**config.mk**
```make
export PLATFORM = sky130hd
export DESIGN_NAME = multicycle_control
export DESIGN_NICKNAME = d
export VERILOG_FILES = /design/src/rtl/multicycle_control.sv
export SDC_FILE = /design/constraint.sdc
export NUM_CORES = 1
export LEC_CHECK = 0
export ABC_AREA = 1
export CAP_MARGIN = 20
export CORE_UTILIZATION = 47
export DETAILED_ROUTE_END_ITERATION = 7
export PLACE_DENSITY = 0.77
export RECOVER_POWER = 100
export SETUP_SLACK_MARGIN = 0.3
export SYNTH_ARGS = -nofsm -noshare
export SYNTH_HDL_FRONTEND = slang
export SYNTH_SLANG_ARGS = --single-unit
```
**constraint.sdc**
```tcl
create_clock -name clk -period 1.4 [get_ports clk]
set_clock_uncertainty 0.1 [all_clocks]
set_input_delay 0.21 -clock clk [delete_from_list [all_inputs] [get_ports clk]]
set_output_delay 0.21 -clock clk [all_outputs]
set_load 0.005 [all_outputs]
```
**src/rtl/multicycle_control.sv**
```systemverilog
// Multi-cycle main control unit: sequences each instruction through FETCH/DECODE/EXEC/MEM/WB
// states, with stall, memory-ready handshake and timeout, illegal-opcode and retire reporting.
module multicycle_control #(
    parameter int unsigned CNT_WIDTH   = 32,
    parameter int unsigned MEM_TIMEOUT = 16,
    parameter logic [5:0]  OP_RTYPE    = 6'b000000,
    parameter logic [5:0]  OP_ADDI     = 6'b001100,
    parameter logic [5:0]  OP_SUBI     = 6'b001101,
    parameter logic [5:0]  OP_SW       = 6'b010000,
    parameter logic [5:0]  OP_LW       = 6'b010001
) (
    input  logic                 clk,
    input  logic                 rst_n,
    input  logic [5:0]           OP,
    input  logic                 stall,
    input  logic                 mem_ready,
    output logic [1:0]           ALU_OP,
    output logic                 reg_write,
    output logic                 reg_dst,
    output logic                 ALU_src,
    output logic                 mem_write,
    output logic                 mem_read,
    output logic                 mem2reg,
    output logic                 ir_write,
    output logic                 pc_write,
    output logic [2:0]           state,
    output logic                 instr_done,
    output logic                 illegal_op,
    output logic                 mem_error,
    output logic [CNT_WIDTH-1:0] retired
);

    localparam int unsigned WAIT_W = (MEM_TIMEOUT == 0) ? 1 : $clog2(MEM_TIMEOUT + 1);

    typedef enum logic [2:0] {
        FETCH  = 3'd0,
        DECODE = 3'd1,
        EXEC   = 3'd2,
        MEM_RD = 3'd3,
        MEM_WR = 3'd4,
        WB_ALU = 3'd5,
        WB_MEM = 3'd6
    } state_t;

    state_t            state_q, state_d;
    logic [5:0]        op_q;
    logic [WAIT_W-1:0] wait_cnt;
    logic              timeout_hit;
    logic              abort_d;
    logic              illegal_d;

    function automatic logic known_op(input logic [5:0] o);
        return (o == OP_RTYPE) || (o == OP_ADDI) || (o == OP_SUBI) ||
               (o == OP_SW) || (o == OP_LW);
    endfunction

    // wait_cnt is 0 on the first cycle in a memory state, so the N-th cycle sees N-1
    assign timeout_hit = (MEM_TIMEOUT != 0) && (wait_cnt == WAIT_W'(MEM_TIMEOUT - 1));
    assign state       = state_q;

    always_comb begin
        state_d    = state_q;
        ALU_OP     = 2'b00;
        reg_write  = 1'b0;
        reg_dst    = 1'b0;
        ALU_src    = 1'b0;
        mem_write  = 1'b0;
        mem_read   = 1'b0;
        mem2reg    = 1'b0;
        ir_write   = 1'b0;
        pc_write   = 1'b0;
        instr_done = 1'b0;
        abort_d    = 1'b0;
        illegal_d  = 1'b0;

        case (state_q)
            FETCH: begin
                if (!stall) begin
                    ir_write = 1'b1;
                    pc_write = 1'b1;
                    state_d  = DECODE;
                end
            end
            DECODE: begin
                if (known_op(OP)) begin
                    state_d = EXEC;
                end else begin
                    state_d   = FETCH;
                    illegal_d = 1'b1;
                end
            end
            EXEC: begin
                if (op_q == OP_RTYPE) begin
                    ALU_OP  = 2'b10;
                    state_d = WB_ALU;
                end else if (op_q == OP_ADDI) begin
                    ALU_src = 1'b1;
                    state_d = WB_ALU;
                end else if (op_q == OP_SUBI) begin
                    ALU_src = 1'b1;
                    ALU_OP  = 2'b01;
                    state_d = WB_ALU;
                end else if (op_q == OP_LW) begin
                    ALU_src = 1'b1;
                    state_d = MEM_RD;
                end else if (op_q == OP_SW) begin
                    ALU_src = 1'b1;
                    state_d = MEM_WR;
                end else begin
                    state_d = FETCH;
                end
            end
            MEM_RD: begin
                mem_read = 1'b1;
                ALU_src  = 1'b1;
                if (mem_ready) begin
                    state_d = WB_MEM;
                end else if (timeout_hit) begin
                    state_d = FETCH;
                    abort_d = 1'b1;
                end
            end
            MEM_WR: begin
                mem_write = 1'b1;
                ALU_src   = 1'b1;
                if (mem_ready) begin
                    instr_done = 1'b1;
                    state_d    = FETCH;
                end else if (timeout_hit) begin
                    state_d = FETCH;
                    abort_d = 1'b1;
                end
            end
            WB_ALU: begin
                reg_write  = 1'b1;
                reg_dst    = (op_q == OP_RTYPE);
                instr_done = 1'b1;
                state_d    = FETCH;
            end
            WB_MEM: begin
                reg_write  = 1'b1;
                mem2reg    = 1'b1;
                instr_done = 1'b1;
                state_d    = FETCH;
            end
            default: state_d = FETCH;
        endcase

        // Reset is asynchronous, so outputs must drop without waiting for an edge
        if (!rst_n) begin
            ALU_OP     = 2'b00;
            reg_write  = 1'b0;
            reg_dst    = 1'b0;
            ALU_src    = 1'b0;
            mem_write  = 1'b0;
            mem_read   = 1'b0;
            mem2reg    = 1'b0;
            ir_write   = 1'b0;
            pc_write   = 1'b0;
            instr_done = 1'b0;
            abort_d    = 1'b0;
            illegal_d  = 1'b0;
        end
    end

    always_ff @(posedge clk or negedge rst_n) begin
        if (!rst_n) begin
            state_q    <= FETCH;
            op_q       <= '0;
            wait_cnt   <= '0;
            retired    <= '0;
            illegal_op <= 1'b0;
            mem_error  <= 1'b0;
        end else begin
            state_q    <= state_d;
            illegal_op <= illegal_d;
            mem_error  <= abort_d;
            if (state_q == DECODE) begin
                op_q <= OP;
            end
            if ((state_q == MEM_RD) || (state_q == MEM_WR)) begin
                wait_cnt <= wait_cnt + WAIT_W'(1);
            end else begin
                wait_cnt <= '0;
            end
            if (instr_done) begin
                retired <= retired + CNT_WIDTH'(1);
            end
        end
    end

endmodule

```
==> summary.txt, run 1 <==
Largest net degree at the start of global routing: 41
Placement Rows: 27
Die span in x: 79.8 um
H-tree Lvls: 2
Starting Density: 50.2%
Outcome: aborted with a tool error
Clk sinks: 48
DP Worst Slack: -0.395 ns
Netlist cell types: 28
Top cell type's share of synthesized area: 42.2%
Post-synthesis register bit count: 48
Num CTS Buffers: 5
Area contributors post-synth: dfrtp_1 (42%), nand2_1 (18%), nor2_1 (8.6%)
Dpl cells: 596
Top-level I/O count: 58
Root buffer cell: clkbuf_8
Last worst endpoint in the global-route repair_timing: ALU_src
Run Error: [ERROR DPL-0038] Utilization greater than 100%, impossible to legalize
Total nets after synthesis: 420
Final Wtd Congestion: 1.01
Mapped Avg Cell Area: 6.99 um^2
Die height: 79.8 um
Clock tree buffer depth: 2
Cells after synthesis: 407
IO Port Bufs: 57
Synth Cell Area: 2850 um^2
Synth warn: 0
Stopping stage: global routing (5_1_grt)
Synth area leader: dfrtp_1
WEP type: output port
DPL Wire Length: 6060 um
Sequential share of the synthesized area: 42.2%
## per-stage QoR
stage	hold WS (ns)	util, %	cell area (um^2)	TNS [ns]
3_3_place_gp	0.112	72.2	4100	-10.67
3_5_place_dp	0.113	72.2	4100	-11.36
2_1_floorplan	-0.186	-	2990	-0.446
4_1_cts	0.0328	92.1	5230	-12.26
## synthesized netlist by cell type
| cell | count |
|---|---|
| a211oi_1 | 1 |
| nand2_2 | 6 |
| o221ai_1 | 1 |
| nor3_1 | 3 |
| nand3_1 | 30 |
| nand4_1 | 10 |
| a21boi_0 | 1 |
| buf_6 | 1 |
| nor2_2 | 4 |
| nor2_4 | 3 |
| nor4_1 | 1 |
| o21ai_0 | 10 |
| xor2_1 | 4 |
| clkbuf_1 | 1 |
| nand3b_1 | 1 |
| buf_4 | 2 |
| a31oi_1 | 1 |
| a21oi_1 | 5 |
| nor2_1 | 65 |
| ha_1 | 3 |
| nand2_1 | 138 |
| buf_2 | 1 |
| nand3_2 | 2 |
| dfrtp_1 | 48 |
| inv_2 | 3 |
| xnor2_1 | 11 |
| nand3_4 | 1 |
| inv_1 | 50 |
## kinds of logic after synthesis
family | synth area share (%)
DFF | 42.2
adders and majority gates | 1.32
buffers and inverters | 8.22
and+or+nand+nor | 40.0
xor gates and xnor gates | 4.62
AOI/OAI and AO/OA | 3.69
## what timing repair did
item / 4_1_cts
hold buffers: 3
hold endpoints to repair: 8
setup endpoints to repair: 96
gates resized for setup: 321
cloned: 4
pin swaps: 39
buffers inserted: 72
==> run 2, diff against run 1 <==
--- a/config.mk
+++ b/config.mk
@@ -7,11 +7,10 @@
 export LEC_CHECK = 0
 export ABC_AREA = 1
 export CAP_MARGIN = 20
-export CORE_UTILIZATION = 47
+export CORE_UTILIZATION = 40
 export DETAILED_ROUTE_END_ITERATION = 7
-export PLACE_DENSITY = 0.77
+export PLACE_DENSITY_LB_ADDON = 0.15
 export RECOVER_POWER = 100
-export SETUP_SLACK_MARGIN = 0.3
 export SYNTH_ARGS = -nofsm -noshare
 export SYNTH_HDL_FRONTEND = slang
 export SYNTH_SLANG_ARGS = --single-unit
==> constraint.sdc (replaced) <==
create_clock -name clk -period 1.8 [get_ports clk]
set_clock_uncertainty 0.1 [all_clocks]
set_input_delay 0.27 -clock clk [delete_from_list [all_inputs] [get_ports clk]]
set_output_delay 0.27 -clock clk [all_outputs]
set_load 0.005 [all_outputs]
==> summary.txt, run 2 <==
Top-level I/O count: 58 (unchanged)
Post-route minimum period: 1.96 ns
Netlist cell types: 28 (unchanged)
Fillers: 627
Die height: 86.4 um (+8.2%)
Layout area overhead: 55.1%
Crit path DAT: 1.59 ns
Combinational Power Share: 40.5%
Multi-input logic area: 1680 um^2
Critical path capture point type: output port
Largest regs: retired: 32 flops, op_q: 6 flops, wait_cnt: 5 flops
Clk slew on worst S/H paths: 0.09 ns
Number of flip-flops in the largest register: 32
Top cell type's share of synthesized area: 42.2% (unchanged)
# setup viols final: 26
Most frequent cells in the layout: nand2_1 (122), nor2_1 (54), dfrtp_1 (47)
Mux cell area share after synthesis: 0% (unchanged)
1st-pass router iterations: 5
Max Slew Vio Count: 0
Root buffer cell: clkbuf_8
Sw power: 1.08 mW
Post-Route WL: 8020 um
Post-synthesis adder-cell area fraction: 1.32% (unchanged)
Power per cell area: 746 nW/um^2
Synth Flop Type: dfrtp_1
Clock network fraction of design power: 20.5%
Total core area: 6830 um^2
Final Wtd Congestion: 0.905 (-10%)
DIE AREA: 7460 um^2
Synth area leader: dfrtp_1
Sequential share of power: 39.0%
Fmax: 0.510 GHz
Post-layout power: 3.29 mW
Post-Synth XOR/XNOR Area: 4.62% (unchanged)
Post-synthesis simple-gate area fraction: 40.0% (unchanged)
DR top layer: met4
RSZ-0062 raised after global routing: true
Switching Fraction: 32.8%
Placement Rows: 30 (+11%)
EDFF count, synth: 0 (unchanged)
Detail Route Antenna Nets: 0
IO Port Bufs: 57 (unchanged)
DPL Wire Length: 5370 um (-11%)
Leak: 2.01 nW
Hold Crit Class: input port to async pin
Initial DRC count: 107
Int Pwr: 2.21 mW
Routed len/inst: 12.8 um
Final period util: 109%
Synth Cell Area: 2850 um^2 (unchanged)
Total nets after synthesis: 420 (unchanged)
Num CTS Buffers: 5 (unchanged)
Total gr overflow: 0
Starting Density: 41.7% (-8.5 points)
Main combinational cell family by area after synthesis: simple AND/OR/NAND/NOR gates
DRC Markers: 0
Sequential share of the synthesized area: 42.2% (unchanged)
Post-synthesis compound-gate area fraction: 3.69% (unchanged)
Outcome: finished, violations left
Synth warn: 0 (unchanged)
Non-filler instance count after layout: 628
Sequential Area: 1200 um^2
Vias post-DR: 3,070
Commonest non-fill, non-tap cell in the layout: nand2_1
Total Neg Setup Slack: -1.39 ns
Slew headroom: 21.4%
Critical Path RT: 1.43 ns
Clk sinks: 48 (unchanged)
Met3 WL: 359 um
WL met2: 4110 um
Final Hold Vio Count: 0
Mapped Avg Cell Area: 6.99 um^2 (unchanged)
Post-synthesis register bit count: 48 (unchanged)
Cell with the most instances after synthesis: nand2_1
Final net count: 544
Antenna cells: 0
Cells after synthesis: 407 (unchanged)
Dpl cells: 586 (-1.7%)
Via-to-Cell Ratio: 4.89
CP Max Fanout: 2
H-tree Lvls: 2 (unchanged)
Failing checks: setup timing
Biggest register: retired
CTS tree: done
Area contributors post-synth: dfrtp_1 (42%), nand2_1 (18%), nor2_1 (8.6%)
Async S/R FF share, synth: 100% (unchanged)
Gr usage total: 21.3%
CP Class: register to output port
Met1 Wirelength: 3400 um
Die span in x: 86.4 um (+8.2%)
Post-synth top cells: nand2_1 (138), nor2_1 (65), inv_1 (50)
Initial antenna violation count: 0
Final Worst Setup Slack: -0.161 ns
Max-Cap Viols: 0
First-pass GRT wire length: 12,700 um
Worst vdd ir: 0.667 mV
Vias in the first global route: 2,878
Clock tree buffer depth: 2 (unchanged)
Least-Margin Pin Slew: 1.18 ns
Clk_lat worst skew: 0.30 ns
Layout cell share with drive strength beyond 1: 28.9%
Setup crit start kind: register
Largest net degree at the start of global routing: 48
## run 2: power by group through the flow
stage               combinational [mW]  clock (mW)  sequential, mW
finish                            1.33       0.675            1.29
global route                      1.45       0.729            1.30
CTS                               1.07       0.686            1.28
detailed placement               0.829           0            1.28
floorplan                        0.326           0            1.31
global placement                 0.815           0            1.28
## run 2: path summary, 6_finish.rpt
path / from / end / slack [ns] / depth (start not counted)
max reg2reg: state[1] / retired[23] / -0.10 / 11
max in group asynchronous: rst_n / state[1] / 0.26 / 3
min: rst_n / state[0] / 0.36 / 2
min reg2reg: wait_cnt[0] / wait_cnt[0] / 0.36 / 1
max: op_q[3] / ALU_src / -0.16 / 8
min in group clk: wait_cnt[0] / wait_cnt[0] / 0.36 / 1
## run 2: critical path, cell delays in order, from the launching register on
cell and delay [ns]:
dfrtp_1 0.39, nor2_2 0.14, buf_4 0.13, buf_6 0.08, nand4_1 0.08, nand3_1 0.13
nand2_2 0.07, a21oi_2 0.13, buf_2 0.12
## run 2: what timing repair did
item	4_1_cts	5_1_grt
hold buffers	1	0
setup buffers	20	15
gates cloned	0	1
endpoints found under the setup margin	13	45
endpoints found under the hold margin	1	0
resized for setup	67	76
pin swaps	10	27
## run 2: final cells by class
class / count / share of cell area (%)
clock buffers: 8 / 2.04
inverters: 53 / 4.76
multi-input cells: 301 / 38.0
flip-flops and latches: 48 / 27.2
well taps: 96 / 2.72
repair buffers: 122 / 25.3
## run 2: layer usage
layer,track usage (%),vias to the layer above
met2,38.9,76
met3,3.81,14
met4,6.36,0
met1,25.5,1451
li1,-,1529
met5,0,-
## run 2: logic make-up after synthesis
kind of cell	count (synthesis)
fa+ha+maj	3
flops	48
simple gates	264
buf+inv	58
xor+xnor	15
compound gates	19
## run 2: metrics by stage
step,instance area [um^2],hold WS [ns],setup WS [ns],util (%)
floorplan,2850,-0.126,0.254,-
finish,4420,0.359,-0.161,64.6
global route,4420,0.371,-0.221,64.6
detailed placement,3730,-0.00928,-0.187,54.6
CTS,4070,0.174,-0.261,59.6
global placement,3730,-0.00985,-0.113,54.6
Power figures use the tool's default switching activity.
==> run 3, diff against run 2 <==
--- a/config.mk
+++ b/config.mk
@@ -7,6 +7,7 @@
 export LEC_CHECK = 0
 export ABC_AREA = 1
 export CAP_MARGIN = 20
+export CORE_MARGIN = 1
 export CORE_UTILIZATION = 40
 export DETAILED_ROUTE_END_ITERATION = 7
 export PLACE_DENSITY_LB_ADDON = 0.15
==> results of run 3 <==
Same layout as run 2: the final DEF is identical, and so are final timing and power.
==> run 4, diff against run 3 <==
--- a/config.mk
+++ b/config.mk
@@ -12,6 +12,7 @@
 export DETAILED_ROUTE_END_ITERATION = 7
 export PLACE_DENSITY_LB_ADDON = 0.15
 export RECOVER_POWER = 100
+export REMOVE_ABC_BUFFERS = 1
 export SYNTH_ARGS = -nofsm -noshare
 export SYNTH_HDL_FRONTEND = slang
 export SYNTH_SLANG_ARGS = --single-unit
==> summary.txt, run 4 (synthesis results as in run 2) <==
Post-DP Area: 3700 um^2 (-0.81%)
CP max stage cell: dfrtp_1
Crit path DAT: 1.55 ns (-0.04 ns)
Outcome: finished, violations left
Setup crit start kind: register
IO Port Bufs: 57 (unchanged)
Clk sinks: 48 (unchanged)
CTS tree: done
Most frequent cells in the layout: nand2_1 (131), nor2_1 (57), dfrtp_1 (48)
Min-delay src: wait_cnt[0]
Clk_lat worst skew: 0.31 ns (about the same)
Largest net degree at the start of global routing: 49 (+2.1%)
Clk slew on worst S/H paths: 0.08 ns (about the same)
Antenna cells: 0 (unchanged)
Layout area overhead: 44.4%
Buf/Inv on CP: 2 (-1)
CP top delay family: simple AND/OR/NAND/NOR gates
Die span in x: 86.4 um (unchanged)
Detail Route Antenna Nets: 0 (unchanged)
Clock tree buffer depth: 2 (unchanged)
DPL Wire Length: 5500 um (+2.4%)
Biggest register: retired
Final Hold Vio Count: 0 (unchanged)
Least-Margin Pin Slew: 1.19 ns (+0.0102 ns)
Die height: 86.4 um (unchanged)
Slowest Stage Delay on Critical Path: 0.41 ns (+0.02 ns)
Final Worst Setup Slack: -0.117 ns (+0.0441 ns)
RSZ-0062 raised after global routing: true
CP Class: register to output port
Vias in the first global route: 2,744 (-4.7%)
Post-Route WL: 7650 um (-4.6%)
Hold Crit Class: register to register
Final period util: 106% (-2.4 points)
Root buffer cell: clkbuf_8
Vias post-DR: 2,911 (-5.2%)
Reg2reg start: state[1]
# setup viols final: 22 (-15%)
Gr usage total: 21.1% (-0.19 points)
CP Max Fanout: 3 (+1)
Power per cell area: 714 nW/um^2 (-4.3%)
Critical Path RT: 1.43 ns (about the same)
Fmax: 0.522 GHz (+2.3%)
Failing checks: setup timing
Commonest non-fill, non-tap cell in the layout: nand2_1
Via-to-Cell Ratio: 4.79 (-2.1%)
DRC Markers: 0 (unchanged)
DIE AREA: 7460 um^2 (unchanged)
First-pass GRT wire length: 12,300 um (-3.2%)
Total gr overflow: 0 (unchanged)
Max Slew Vio Count: 0 (unchanged)
Post-route minimum period: 1.92 ns (-0.0441 ns)
Max-Cap Viols: 0 (unchanged)
Starting Density: 41.7% (unchanged)
Crit path launch: op_q[3]
Layout cell share with drive strength beyond 1: 20.9% (-8.0 points)
Final net count: 524 (-3.7%)
Placement Rows: 30 (unchanged)
1st-pass router iterations: 5 (unchanged)
Initial antenna violation count: 0 (unchanged)
Initial DRC count: 132 (+23%)
Worst vdd ir: 0.426 mV (-36%)
Number of flip-flops in the largest register: 32 (unchanged)
Total core area: 6830 um^2 (unchanged)
Critical path capture point type: output port
Top-level I/O count: 58 (unchanged)
Fillers: 662 (+5.6%)
Final Wtd Congestion: 0.830 (-8.4%)
H-tree Lvls: 2 (unchanged)
Leak: 1.85 nW (-8.0%)
Routed len/inst: 12.6 um (-1.5%)
Slew headroom: 20.7% (-0.68 points)
Num CTS Buffers: 5 (unchanged)
Finished Cell Area: 4110 um^2 (-6.9%)
Critical path, cell by cell: nor2_2, buf_4, nand4_1, nand3_1, nand2_1, a21oi_2, buf_2
Worst hold margin: 0.398 ns (+0.0381 ns)
Largest regs: retired: 32 flops, op_q: 6 flops, wait_cnt: 5 flops
-- run 4: cell types whose count changed in the layout (fill, tap and decap cells not counted), moves of 3 or more --
cell	before	now
buf_4	44	29
buf_6	15	10
nand2_1	122	131
nor2_4	9	5
inv_1	42	47
inv_2	7	4
nand2_2	14	7
nand3_2	14	8
nand3_1	17	22
nor2_1	54	57
-- run 4: final timing paths --
kind                       cells past startpoint          end  slack [ns]
max                                            7      ALU_src       -0.12
min                                            1  wait_cnt[0]        0.40
max reg2reg                                   11  retired[19]       -0.05
min reg2reg                                    1  wait_cnt[0]        0.40
max in group asynchronous                      3  wait_cnt[0]        0.30
min in group asynchronous                      3   retired[4]        0.59
-- run 4: repair_timing --
item                       4_1_cts  5_1_grt
buffers inserted                 6       13
gates cloned                     0        1
hold buffers                     0        0
resized for setup               60       45
pin swaps                        9       16
setup endpoints to repair       12       36
-- run 4: metrics by stage --
| stage | total power, mW | std cells | setup WS, ns | utilization (%) | TNS (ns) |
|---|---|---|---|---|---|
| after floorplan | 1.62 | 402 | 0.228 | - | 0 |
| after global routing | 3.10 | 608 | -0.235 | 60.1 | -4.66 |
| after detailed placement | 2.09 | 582 | -0.188 | 54.2 | -0.811 |
| after global placement | 2.06 | 582 | -0.107 | 54.2 | -0.500 |
| final | 2.93 | 608 | -0.117 | 60.1 | -0.671 |
| after CTS | 2.88 | 596 | -0.162 | 57.1 | -0.429 |
-- run 4: per-layer routing --
layer	vias up	GRT usage [%]	share of wire [%]
met5	-	0	0
li1	1474	-	-
met2	74	38.6	50
met3	10	4.67	4.5
met4	0	5.61	1.2
met1	1353	25.0	44
-- run 4: power by group --
part | switching, mW | internal (mW)
registers | 0.0894 | 1.19
logic | 0.500 | 0.473
clock network | 0.364 | 0.314
total | 0.953 | 1.98
-- run 4: cell type report --
cell class / instances / area, um^2 / share of cell area, %
Clock buffer: 8 / 90.1 / 2.19
Sequential cell: 48 / 1200 / 29.2
Inverter: 53 / 205 / 4.99
Multi-Input combinational cell: 301 / 1580 / 38.3
Timing Repair Buffer: 102 / 917 / 22.3
Tap cell: 96 / 120 / 2.92
-- run 4: worst reg2reg max path, cell delays in order (launching register included) --
cell and delay (ns):
dfrtp_1 0.40, nor2_1 0.17, clkbuf_1 0.16, buf_6 0.12
nand3_4 0.07, nand3_4 0.12, buf_6 0.14, buf_12 0.14
nand2_8 0.05, nor2_4 0.18, nand3_2 0.09, nand2_1 0.06
